`src/rtl/alu_driver.sv`:
```
// Sequencing stage in front of the 8-bit, 16-op ALU. It takes one operation per
// handshake, drives the ALU in LOAD then ISSUE order, and returns the 16-bit result.
module alu_driver #(
  parameter int          SETTLE_CYCLES = 1,
  parameter logic [3:0]  PARK_CMD      = 4'b1111,
  parameter logic [3:0]  DIV_CMD       = 4'b0101
) (
  input  logic        clk,
  input  logic        rst_n,
  input  logic        cmd_valid,
  output logic        cmd_ready,
  input  logic [7:0]  cmd_a,
  input  logic [7:0]  cmd_b,
  input  logic [3:0]  cmd_op,
  output logic [7:0]  a_in,
  output logic [7:0]  b_in,
  output logic [3:0]  command_in,
  output logic        oe,
  input  logic [15:0] d_out,
  output logic        res_valid,
  input  logic        res_ready,
  output logic [15:0] res_data,
  output logic        div_zero,
  output logic [7:0]  op_count
);

  // Handshakes: a transfer happens on a rising edge where valid and ready are both
  // high; cmd_ready depends on state only, and res_valid holds until res_ready.
  typedef enum logic [1:0] {
    S_IDLE  = 2'd0,
    S_LOAD  = 2'd1,
    S_ISSUE = 2'd2,
    S_HOLD  = 2'd3
  } state_e;

  localparam logic [3:0] SETTLE_LOAD = 4'(SETTLE_CYCLES - 1);

  state_e      state_q, state_d;
  logic [7:0]  a_q, a_d;
  logic [7:0]  b_q, b_d;
  logic [3:0]  op_q, op_d;
  logic [3:0]  command_q, command_d;
  logic        oe_q, oe_d;
  logic [3:0]  cnt_q, cnt_d;
  logic        res_valid_q, res_valid_d;
  logic [15:0] res_data_q, res_data_d;
  logic        div_zero_q, div_zero_d;
  logic [7:0]  op_count_q, op_count_d;

  always_comb begin
    state_d     = state_q;
    a_d         = a_q;
    b_d         = b_q;
    op_d        = op_q;
    command_d   = command_q;
    oe_d        = oe_q;
    cnt_d       = cnt_q;
    res_valid_d = res_valid_q;
    res_data_d  = res_data_q;
    div_zero_d  = div_zero_q;
    op_count_d  = op_count_q;

    case (state_q)
      S_IDLE: begin
        if (cmd_valid) begin
          a_d  = cmd_a;
          b_d  = cmd_b;
          op_d = cmd_op;
          // Divide by zero never reaches the ALU; the result is synthesised here.
          if (cmd_op == DIV_CMD && cmd_b == 8'd0) begin
            res_data_d  = 16'hFFFF;
            div_zero_d  = 1'b1;
            res_valid_d = 1'b1;
            state_d     = S_HOLD;
          end else begin
            state_d = S_LOAD;
          end
        end
      end
      S_LOAD: begin
        command_d = op_q;
        oe_d      = 1'b1;
        cnt_d     = SETTLE_LOAD;
        state_d   = S_ISSUE;
      end
      S_ISSUE: begin
        if (cnt_q == 4'd0) begin
          // d_out is only sampled here, while oe is still high.
          res_data_d  = d_out;
          div_zero_d  = 1'b0;
          res_valid_d = 1'b1;
          oe_d        = 1'b0;
          command_d   = PARK_CMD;
          state_d     = S_HOLD;
        end else begin
          cnt_d = cnt_q - 4'd1;
        end
      end
      S_HOLD: begin
        if (res_ready) begin
          res_valid_d = 1'b0;
          op_count_d  = op_count_q + 8'd1;
          state_d     = S_IDLE;
        end
      end
      default: state_d = S_IDLE;
    endcase
  end

  always_ff @(posedge clk or negedge rst_n) begin
    if (!rst_n) begin
      state_q     <= S_IDLE;
      a_q         <= 8'd0;
      b_q         <= 8'd0;
      op_q        <= 4'd0;
      command_q   <= PARK_CMD;
      oe_q        <= 1'b0;
      cnt_q       <= 4'd0;
      res_valid_q <= 1'b0;
      res_data_q  <= 16'd0;
      div_zero_q  <= 1'b0;
      op_count_q  <= 8'd0;
    end else begin
      state_q     <= state_d;
      a_q         <= a_d;
      b_q         <= b_d;
      op_q        <= op_d;
      command_q   <= command_d;
      oe_q        <= oe_d;
      cnt_q       <= cnt_d;
      res_valid_q <= res_valid_d;
      res_data_q  <= res_data_d;
      div_zero_q  <= div_zero_d;
      op_count_q  <= op_count_d;
    end
  end

  assign cmd_ready  = (state_q == S_IDLE);
  assign a_in       = a_q;
  assign b_in       = b_q;
  assign command_in = command_q;
  assign oe         = oe_q;
  assign res_valid  = res_valid_q;
  assign res_data   = res_data_q;
  assign div_zero   = div_zero_q;
  assign op_count   = op_count_q;

endmodule

```
`config.mk`:
```
export PLATFORM = sky130hd
export DESIGN_NAME = alu_driver
export DESIGN_NICKNAME = d
export VERILOG_FILES = /design/src/rtl/alu_driver.sv
export SDC_FILE = /design/constraint.sdc
export NUM_CORES = 1
export LEC_CHECK = 0
export BUFFER_PORTS_ARGS = -buffer_cell sky130_fd_sc_hd__buf_2
export CAP_MARGIN = 20
export CORE_ASPECT_RATIO = 0.8
export CORE_MARGIN = 3
export CORE_UTILIZATION = 45
export DETAILED_ROUTE_END_ITERATION = 8
export PLACE_DENSITY = 0.72
export SLEW_MARGIN = 10
export SYNTH_ARGS = -nofsm -noshare
export SYNTH_HDL_FRONTEND = slang
export SYNTH_SLANG_ARGS = --single-unit
```
`constraint.sdc`:
```
create_clock -name clk -period 3.6 [get_ports clk]
set_input_delay 0.72 -clock clk [delete_from_list [all_inputs] [get_ports clk]]
set_output_delay 0.72 -clock clk [all_outputs]
set_load 0.1 [all_outputs]
```
==> reports/metrics.yaml, run 1 <==
synth_warnings: 0
fin_crit_sh: 0.679
worstRegToRegCells: 7
finalSetupViolCount: 0
n_antenna_cell: 0
detailedPlacementHpwl_mm: 3.81
critPathMaxStageDelay_ps: 430
grt_util_all_layers: 0.165
ys_types: 34
synth_enable_flop_cells: 0
ant_nets: 0
synth_top_area_cell: "sky130_fd_sc_hd__dfrtp_1"
layout-drive-gt1-share: 0.493
violation_count_after_the_first_detailed_route_iteration: 81
die_x_extent_um: 90.6
drcViolationCount: 0
clock_tree_from_tritoncts: "built"
outcome: "completed"
yosys.area.top_type_share: 0.515
timing.critical_path.required_ps: 3810
place_congestion: 0.720
final.fill_count: 461
die-height_um: 73.7
count_of_nets_after_finishing: 339
ctsLongestPathBuffers: 2
timing.fmax_mhz: 409
worst_skew_pair.late_latency_ps: 330
floorplan.initialDensity: 0.489
initial_antenna_violation_count: 0
clock_sink_count: 57
regArea_um2: 1430
synth.avg_cell_area_um2: 13.0
placementRows: 23
cts_resized: 0
synthTopCellsByArea: "sky130_fd_sc_hd__dfrtp_1, sky130_fd_sc_hd__mux2_2, sky130_fd_sc_hd__nand2b_1"
clkSlewWorstSetupHoldPaths_ps: 60
synth-seq-cells: 57
die_area_um2: 6670
maximum_level_of_the_cts_h_tree: 3
postCtsSetupRepairBufs: 0
mappedNetlistNets: 246
period_minus_slack_ps: 2450
worst-path-max-fanout: 28
detail_route.vias_per_cell: 4.85
cts-buffers-inserted: 9
drtPass1Iterations: 5
grt_max_degree: 32
setup-tns-final_ps: 0
postSynth.topFlopCell: "sky130_fd_sc_hd__dfrtp_1"
multiInputGateArea_um2: 1080
number_of_global_route_vias_before_repair: 1817
ys_seq_area_frac: 0.556
portBuffers: 87
worstPathCellList: "inv_1 > ha_1 > buf_4 > and4bb_2 > o22ai_1 > nor2_4 > mux2_2"
critical_path_class: "reg -> reg"
area_growth_synth_to_finish_pct: 26.8
cts_root_buf: "sky130_fd_sc_hd__clkbuf_8"
cp_slowest_cell: "sky130_fd_sc_hd__nor2_4"
tightest_slew_ps: 786
mapped_area_um2: 2570
postCtsHoldBufs: 0
core_um2: 5270
unrepaired_setup_endpoints_after_global_routing: "no"
slew-limit-headroom: 0.474
routed_wl_mm: 5.18
cp_data_arrival_time_ps: 2660
wire_per_inst_um: 14.0
postSynth.asyncResetShare: 1.00
max_cap_violations: 0
io_pins: 88
worst_setup_path_end_kind: "flip-flop"
syn_inst: 198
vias: 1798
min_path_type: "in -> async"
finClkSkew_ps: 4.61
grt_pass1_wl_mm: 8.37
finalHoldViolations: 0
globalRouteOverflowTotal: 0
slew_violations: 0
startpoint_type: "flip-flop"
==> layout make-up <==
class,count,area share
well taps,75,0.0287
multi-input cells,126,0.330
clock inverters,3,0.00460
inverters,8,0.00920
clock buffers,13,0.0517
repair buffers,89,0.138
flip-flops and latches,57,0.438
==> kinds of logic after synthesis <==
logic type,count (synthesis),share of synthesized area
fa+ha+maj,8,0.0389
xor+xnor,8,0.0272
mux,43,0.188
flops,57,0.556
simple gates,51,0.121
buf+inv,15,0.0262
compound gates,16,0.0437
==> synthesized netlist by cell type, types with 2 or more instances <==
cell type                   n
sky130_fd_sc_hd__nand2b_1  19
sky130_fd_sc_hd__xnor2_1    5
sky130_fd_sc_hd__nor2_1     5
sky130_fd_sc_hd__nand2_1    7
sky130_fd_sc_hd__nor3_1     2
sky130_fd_sc_hd__clkbuf_1   5
sky130_fd_sc_hd__dfstp_2    4
sky130_fd_sc_hd__inv_1      8
sky130_fd_sc_hd__dfrtp_1   53
sky130_fd_sc_hd__mux2_2    32
sky130_fd_sc_hd__ha_1       8
sky130_fd_sc_hd__nand3_1    8
sky130_fd_sc_hd__o21ai_0    7
sky130_fd_sc_hd__xor2_1     3
sky130_fd_sc_hd__o22a_1     4
sky130_fd_sc_hd__mux2_1    10
==> critical path: cells and delay by family, from the launching register on <==
kind                     cells  cell delay [ps]
flip-flops                   1              410
buffers and inverters        2              440
AO/OA/AOI/OAI                1              150
adder cells (fa/ha/maj)      1              240
AND/OR/NAND/NOR              2              690
multiplexers                 1              390
==> routing by layer <==
layer / vias up / routed length (um) / global-route usage
met3: 4 / 482 / 0.0870
met4: 0 / 47 / 0.0662
li1: 875 / - / -
met5: - / 0 / 0
met2: 54 / 2420 / 0.250
met1: 865 / 2230 / 0.199
==> worst paths after layout <==
path | end | slack, ps | startpoint
hold reg to reg | res_data[14]$_DFFE_PN0P_ | 480 | res_data[14]$_DFFE_PN0P_
max in group asynchronous | command_in[0]$_DFFE_PN1P_ | 2340 | rst_n
setup / recovery | res_data[15]$_DFFE_PN0P_ | 1150 | state_q[0]$_DFFE_PN0P_
hold / removal | res_data[12]$_DFFE_PN0P_ | 400 | rst_n
setup reg to reg | res_data[15]$_DFFE_PN0P_ | 1150 | state_q[0]$_DFFE_PN0P_
min in group clk | res_data[14]$_DFFE_PN0P_ | 480 | res_data[14]$_DFFE_PN0P_
==> through the flow <==
step                      utilization  setup slack (ps)  instances  hold slack [ps]  cell area (um2)
after global placement          0.585              1080        355              457             3080
after global routing            0.620               970        371              427             3270
final                           0.620              1150        371              396             3270
after floorplan                     -              1080        198              424             2570
after CTS                       0.620              1130        371              400             3270
after detailed placement        0.585              1020        355              471             3080
==> sequential cells by signal, summed over array words and instances (netlist names) <==
name        count
a_in            8
b_in            8
cnt_q           4
command_in      4
div_zero        1
oe              1
op_count        8
op_q            4
res_data       16
res_valid       1
state_q         2
==> cells in the final DEF (no fill, tap or decap), types with 7 or more instances in the layout <==
cell and count:
sky130_fd_sc_hd__buf_2 87, sky130_fd_sc_hd__clkbuf_8 12, sky130_fd_sc_hd__dfrtp_1 53, sky130_fd_sc_hd__ha_1 8, sky130_fd_sc_hd__inv_1 8, sky130_fd_sc_hd__mux2_1 10, sky130_fd_sc_hd__mux2_2 32, sky130_fd_sc_hd__nand2_1 7
sky130_fd_sc_hd__nand2b_1 19, sky130_fd_sc_hd__nand3_1 8, sky130_fd_sc_hd__o21ai_0 7
Power of run 1 is not shown: default switching activity piles up to over one toggle a cycle in this logic, so the estimate is an artifact.
==> inputs of run 2 (changes only) <==
- clock period: 3.6 -> 2.4 ns (I/O delays scaled with it)
==> run 2 against run 1 <==
  * Hold slack worse by 290 ps
  * First-iteration DRC count down 30%
  * Worst setup slack worse by 850 ps
  * Core utilization up 1.0 points
  * Via count up 3.0%
  * Critical path type unchanged
  * Final cell count up 1.3%
  * Highest routed layer unchanged
==> reports/metrics.yaml, run 2 (synthesis results as in run 1) <==
die_x_extent_um: 90.6  # unchanged
largest_register_ff_count: 16  # unchanged
portBuffers: 87  # unchanged
cts_resized: 0  # unchanged
n_antenna_cell: 0  # unchanged
drtPass1Iterations: 4  # was 5
timing.fmax_mhz: 477  # was 409 MHz
path_delay_family: "flip-flops"  # was simple AND/OR/NAND/NOR gates
area_growth_synth_to_finish_pct: 29.0  # was 26.8%
drcViolationCount: 0  # unchanged
max_cap_violations: 0  # unchanged
clkSlewWorstSetupHoldPaths_ps: 70  # was 60 ps
slew_violations: 0  # unchanged
cp_slowest_cell: "sky130_fd_sc_hd__dfrtp_1"  # was sky130_fd_sc_hd__nor2_4
worst_skew_pair.late_latency_ps: 330  # about the same
detailedPlacementHpwl_mm: 4.00  # was 3.81 mm
unrepaired_setup_endpoints_after_global_routing: "no"  # unchanged
finalHoldViolations: 0  # unchanged
period_minus_slack_ps: 2100  # was 2450 ps
placementRows: 23  # unchanged
worstPathCellList: "inv_1 > ha_1 > and4bb_2 > o22ai_1 > nor2_4 > buf_12 > mux2_1"  # was inv_1 > ha_1 > buf_4 > and4bb_2 > o22ai_1 > nor2_4 > mux2_2
fin_crit_sh: 0.873  # was 0.679
wire_per_inst_um: 14.4  # was 14.0 um
clock_sink_count: 57  # unchanged
grt_pass1_wl_mm: 9.20  # was 8.37 mm
globalRouteOverflowTotal: 0  # unchanged
outcome: "completed"  # unchanged
worst-path-max-fanout: 16  # was 28
grt_max_degree: 27  # was 32
finalSetupViolCount: 0  # unchanged
critical_path_class: "reg -> reg"  # unchanged
critical_path.startpoint: "state_q[0]$_DFFE_PN0P_"  # unchanged
slew-limit-headroom: 0.647  # was 0.474
die_area_um2: 6670  # unchanged
core_um2: 5270  # unchanged
final_worst_hold_slack_ps: 107  # was 396 ps
final.fill_count: 468  # was 461
ant_nets: 0  # unchanged
tightest_slew_ps: 525  # was 786 ps
min_path_type: "in -> async"  # unchanged
ctsLongestPathBuffers: 2  # unchanged
layout_commonest_cell: "sky130_fd_sc_hd__buf_2"  # unchanged
floorplan.initialDensity: 0.489  # unchanged
cts-buffers-inserted: 9  # unchanged
layout-drive-gt1-share: 0.502  # was 0.493
finClkSkew_ps: 9.63  # was 4.61 ps
io_pins: 88  # unchanged
detail_route.vias_per_cell: 4.93  # was 4.85
critPathBufInv: 2  # unchanged
timing.critical_path.required_ps: 2610  # was 3810 ps
post-route-util: 0.631  # was 0.620
routed_wl_mm: 5.40  # was 5.18 mm
place_congestion: 0.747  # was 0.720
postCtsHoldBufs: 0  # unchanged
initial_antenna_violation_count: 0  # unchanged
vias: 1852  # was 1798
violation_count_after_the_first_detailed_route_iteration: 57  # was 81
die-height_um: 73.7  # unchanged
beginning_of_the_worst_register_to_register_path: "state_q[0]$_DFFE_PN0P_"  # unchanged
clock_tree_from_tritoncts: "built"  # unchanged
cp_data_arrival_time_ps: 2300  # was 2660 ps
post-place-ws_ps: 283  # was 1020 ps
startpoint_type: "flip-flop"  # unchanged
critPathMaxStageDelay_ps: 390  # was 430 ps
final_critical_path_setup_slack_ps: 304  # was 1150 ps
setup-tns-final_ps: 0  # unchanged
number_of_global_route_vias_before_repair: 1989  # was 1817
cts_root_buf: "sky130_fd_sc_hd__clkbuf_8"  # unchanged
count_of_nets_after_finishing: 344  # was 339
postCtsSetupRepairBufs: 0  # unchanged
grt_util_all_layers: 0.180  # was 0.165
worst_setup_path_end_kind: "flip-flop"  # unchanged
most-common-layout-cells: "sky130_fd_sc_hd__buf_2, sky130_fd_sc_hd__dfrtp_1, sky130_fd_sc_hd__mux2_2"  # unchanged
maximum_level_of_the_cts_h_tree: 3  # unchanged
==> run 2: cell types whose count changed in the layout (fill, tap and decap cells not counted) <==
cell,before,now
sky130_fd_sc_hd__buf_4,2,5
sky130_fd_sc_hd__clkbuf_1,1,2
sky130_fd_sc_hd__clkbuf_8,12,11
sky130_fd_sc_hd__ha_2,0,1
sky130_fd_sc_hd__buf_12,0,2
sky130_fd_sc_hd__ha_1,8,7
==> run 2: final cells by class <==
cell class              instances  area, um2  area share
clock inverters                 3       15.0     0.00452
inverters                       8       30.0     0.00904
repair buffers                 94        513       0.154
well taps                      75       93.8      0.0283
multi-input cells             126       1080       0.325
clock buffers                  13        159      0.0479
flip-flops and latches         57       1430       0.431
==> run 2: final timing paths <==
path / end / slack (ps) / cells after the start
max: res_data[7]$_DFFE_PN0P_ / 300 / 7
min: cnt_q[0]$_DFFE_PN0P_ / 110 / 1
max reg2reg: res_data[7]$_DFFE_PN0P_ / 300 / 7
min reg2reg: res_data[7]$_DFFE_PN0P_ / 480 / 1
max in group asynchronous: command_in[3]$_DFFE_PN1P_ / 1640 / 2
min in group clk: a_in[0]$_DFFE_PN0P_ / 380 / 2
==> run 2: layer usage <==
layer	wire length, um	GRT usage
met1	2330	0.208
met3	415	0.0880
met2	2580	0.295
met4	64	0.0611
met5	0	0
==> run 2: per-stage QoR <==
step / cells / instance area, um2
2_1_floorplan: 198 / 2580
3_3_place_gp: 360 / 3150
3_5_place_dp: 360 / 3150
4_1_cts: 376 / 3320
5_1_grt: 376 / 3320
6_report: 376 / 3320
Power of run 2 is left out for the same reason.
==> inputs of run 3 (changes only) <==
- RECOVER_POWER: not set -> 25
==> run 3 against run 2 <==
  * Hold slack better by 250 ps
  * Flip-flop and latch count is the same
  * Wire length is 0.30% lower
  * Die area did not move
  * Largest cell class unchanged
==> reports/metrics.yaml, run 3 (synthesis results as in run 1) <==
outcome: "completed"  # unchanged
startpoint_type: "flip-flop"  # unchanged
critical_path_class: "reg -> reg"  # unchanged
layout-drive-gt1-share: 0.498  # was 0.502
worst-path-max-fanout: 16  # unchanged
grt_max_degree: 27  # unchanged
final_cell_area_um2: 3320  # about the same
postCtsSetupRepairBufs: 0  # unchanged
reg2reg_slack_ps: 310  # was 300 ps
finalHoldViolations: 0  # unchanged
wire_per_inst_um: 14.3  # was 14.4 um
slew_violations: 0  # unchanged
clock_sink_count: 57  # unchanged
placedInstanceArea_um2: 3150  # unchanged
tightest_slew_ps: 1130  # was 525 ps
ctsLongestPathBuffers: 2  # unchanged
timing.critical_path.required_ps: 2610  # about the same
clkSlewWorstSetupHoldPaths_ps: 70  # about the same
finalSetupViolCount: 0  # unchanged
area_growth_synth_to_finish_pct: 28.9  # was 29.0%
drcViolationCount: 0  # unchanged
grt_util_all_layers: 0.180  # unchanged
layout_commonest_cell: "sky130_fd_sc_hd__buf_2"  # unchanged
routed_wl_mm: 5.38  # was 5.40 mm
numPlacedInstances: 360  # unchanged
setup-tns-final_ps: 0  # unchanged
beginning_of_the_worst_register_to_register_path: "state_q[0]$_DFFE_PN0P_"  # unchanged
largest_register_ff_count: 16  # unchanged
unrepaired_setup_endpoints_after_global_routing: "no"  # unchanged
io_pins: 88  # unchanged
postCtsHoldBufs: 0  # unchanged
max_cap_violations: 0  # unchanged
reg2reg_to: "res_data[9]$_DFFE_PN0P_"  # was res_data[7]$_DFFE_PN0P_
cts_root_buf: "sky130_fd_sc_hd__clkbuf_8"  # unchanged
number_of_global_route_vias_before_repair: 1989  # unchanged
min_path_type: "in -> async"  # unchanged
slew-limit-headroom: 0.244  # was 0.647
n_antenna_cell: 0  # unchanged
die_x_extent_um: 90.6  # unchanged
finClkSkew_ps: 9.55  # was 9.63 ps
cp_data_arrival_time_ps: 2300  # about the same
detailedPlacementHpwl_mm: 4.00  # unchanged
initial_antenna_violation_count: 0  # unchanged
violation_count_after_the_first_detailed_route_iteration: 65  # was 57
globalRouteOverflowTotal: 0  # unchanged
grt_pass1_wl_mm: 9.20  # unchanged
period_minus_slack_ps: 2090  # was 2100 ps
clock_tree_from_tritoncts: "built"  # unchanged
floorplan.initialDensity: 0.489  # unchanged
die_area_um2: 6670  # unchanged
most-common-layout-cells: "sky130_fd_sc_hd__buf_2, sky130_fd_sc_hd__dfrtp_1, sky130_fd_sc_hd__mux2_2"  # unchanged
count_of_nets_after_finishing: 344  # unchanged
drtPass1Iterations: 4  # unchanged
die-height_um: 73.7  # unchanged
core_um2: 5270  # unchanged
worst_skew_pair.late_latency_ps: 330  # about the same
cts-buffers-inserted: 9  # unchanged
maximum_level_of_the_cts_h_tree: 3  # unchanged
place_congestion: 0.747  # unchanged
portBuffers: 87  # unchanged
placementRows: 23  # unchanged
fin_crit_sh: 0.869  # was 0.873
ant_nets: 0  # unchanged
finalNonFillerCells: 376  # unchanged
worst_setup_path_end_kind: "flip-flop"  # unchanged
cts_resized: 0  # unchanged
worstRegToRegCells: 7  # unchanged
vias: 1841  # was 1852
detail_route.vias_per_cell: 4.90  # was 4.93
timing.fmax_mhz: 480  # was 477 MHz
run 3: changes by cell type in the layout (fill, tap and decap cells not counted):
cell | previous run | this run
sky130_fd_sc_hd__buf_2 | 87 | 86
sky130_fd_sc_hd__clkbuf_1 | 2 | 3
run 3: worst max path at each step:
stage / start / endpoint / slack (ps) / depth (start not counted)
floorplan: state_q[0]$_DFFE_PN0P_ / res_data[10]$_DFFE_PN0P_ / 220 / 7
global placement: cmd_b[2] / res_data[15]$_DFFE_PN0P_ / 320 / 6
detailed placement: cmd_b[2] / res_data[0]$_DFFE_PN0P_ / 280 / 6
CTS: state_q[0]$_DFFE_PN0P_ / res_data[9]$_DFFE_PN0P_ / 330 / 7
global route: state_q[0]$_DFFE_PN0P_ / res_data[7]$_DFFE_PN0P_ / 180 / 7
finish: state_q[0]$_DFFE_PN0P_ / res_data[9]$_DFFE_PN0P_ / 310 / 7
run 3: layout make-up:
type	instances	area (um2)
clock buffers	13	159
clock inverters	3	15.0
fillers	468	1950
inverters	8	30.0
multi-input cells	126	1080
flip-flops and latches	57	1430
well taps	75	93.8
repair buffers	94	512
run 3: stage by stage:
step / utilization / worst slack [ps] / hold WS [ps]
final: 0.630 / 315 / 352
after global routing: 0.630 / 178 / 366
after CTS: 0.631 / 326 / 94.0
after detailed placement: 0.598 / 283 / 465
after global placement: 0.598 / 321 / 455
after floorplan: - / 221 / 184
run 3: metal layers:
metal | vias up | routed length [um] | track usage
li1 | 885 | - | -
met1 | 897 | 2350 | 0.208
met2 | 54 | 2540 | 0.295
met3 | 5 | 431 | 0.0880
met4 | 0 | 59 | 0.0611
met5 | - | 0 | 0
run 3: critical path, stage by stage (launching register included):
cell                       delay [ps]
sky130_fd_sc_hd__dfrtp_1          390
sky130_fd_sc_hd__inv_1            100
sky130_fd_sc_hd__ha_1             300
sky130_fd_sc_hd__and4bb_2         260
sky130_fd_sc_hd__o22ai_1          340
sky130_fd_sc_hd__nor2_4            80
sky130_fd_sc_hd__buf_12           170
sky130_fd_sc_hd__mux2_1           310
Power of run 3 is left out for the same reason.
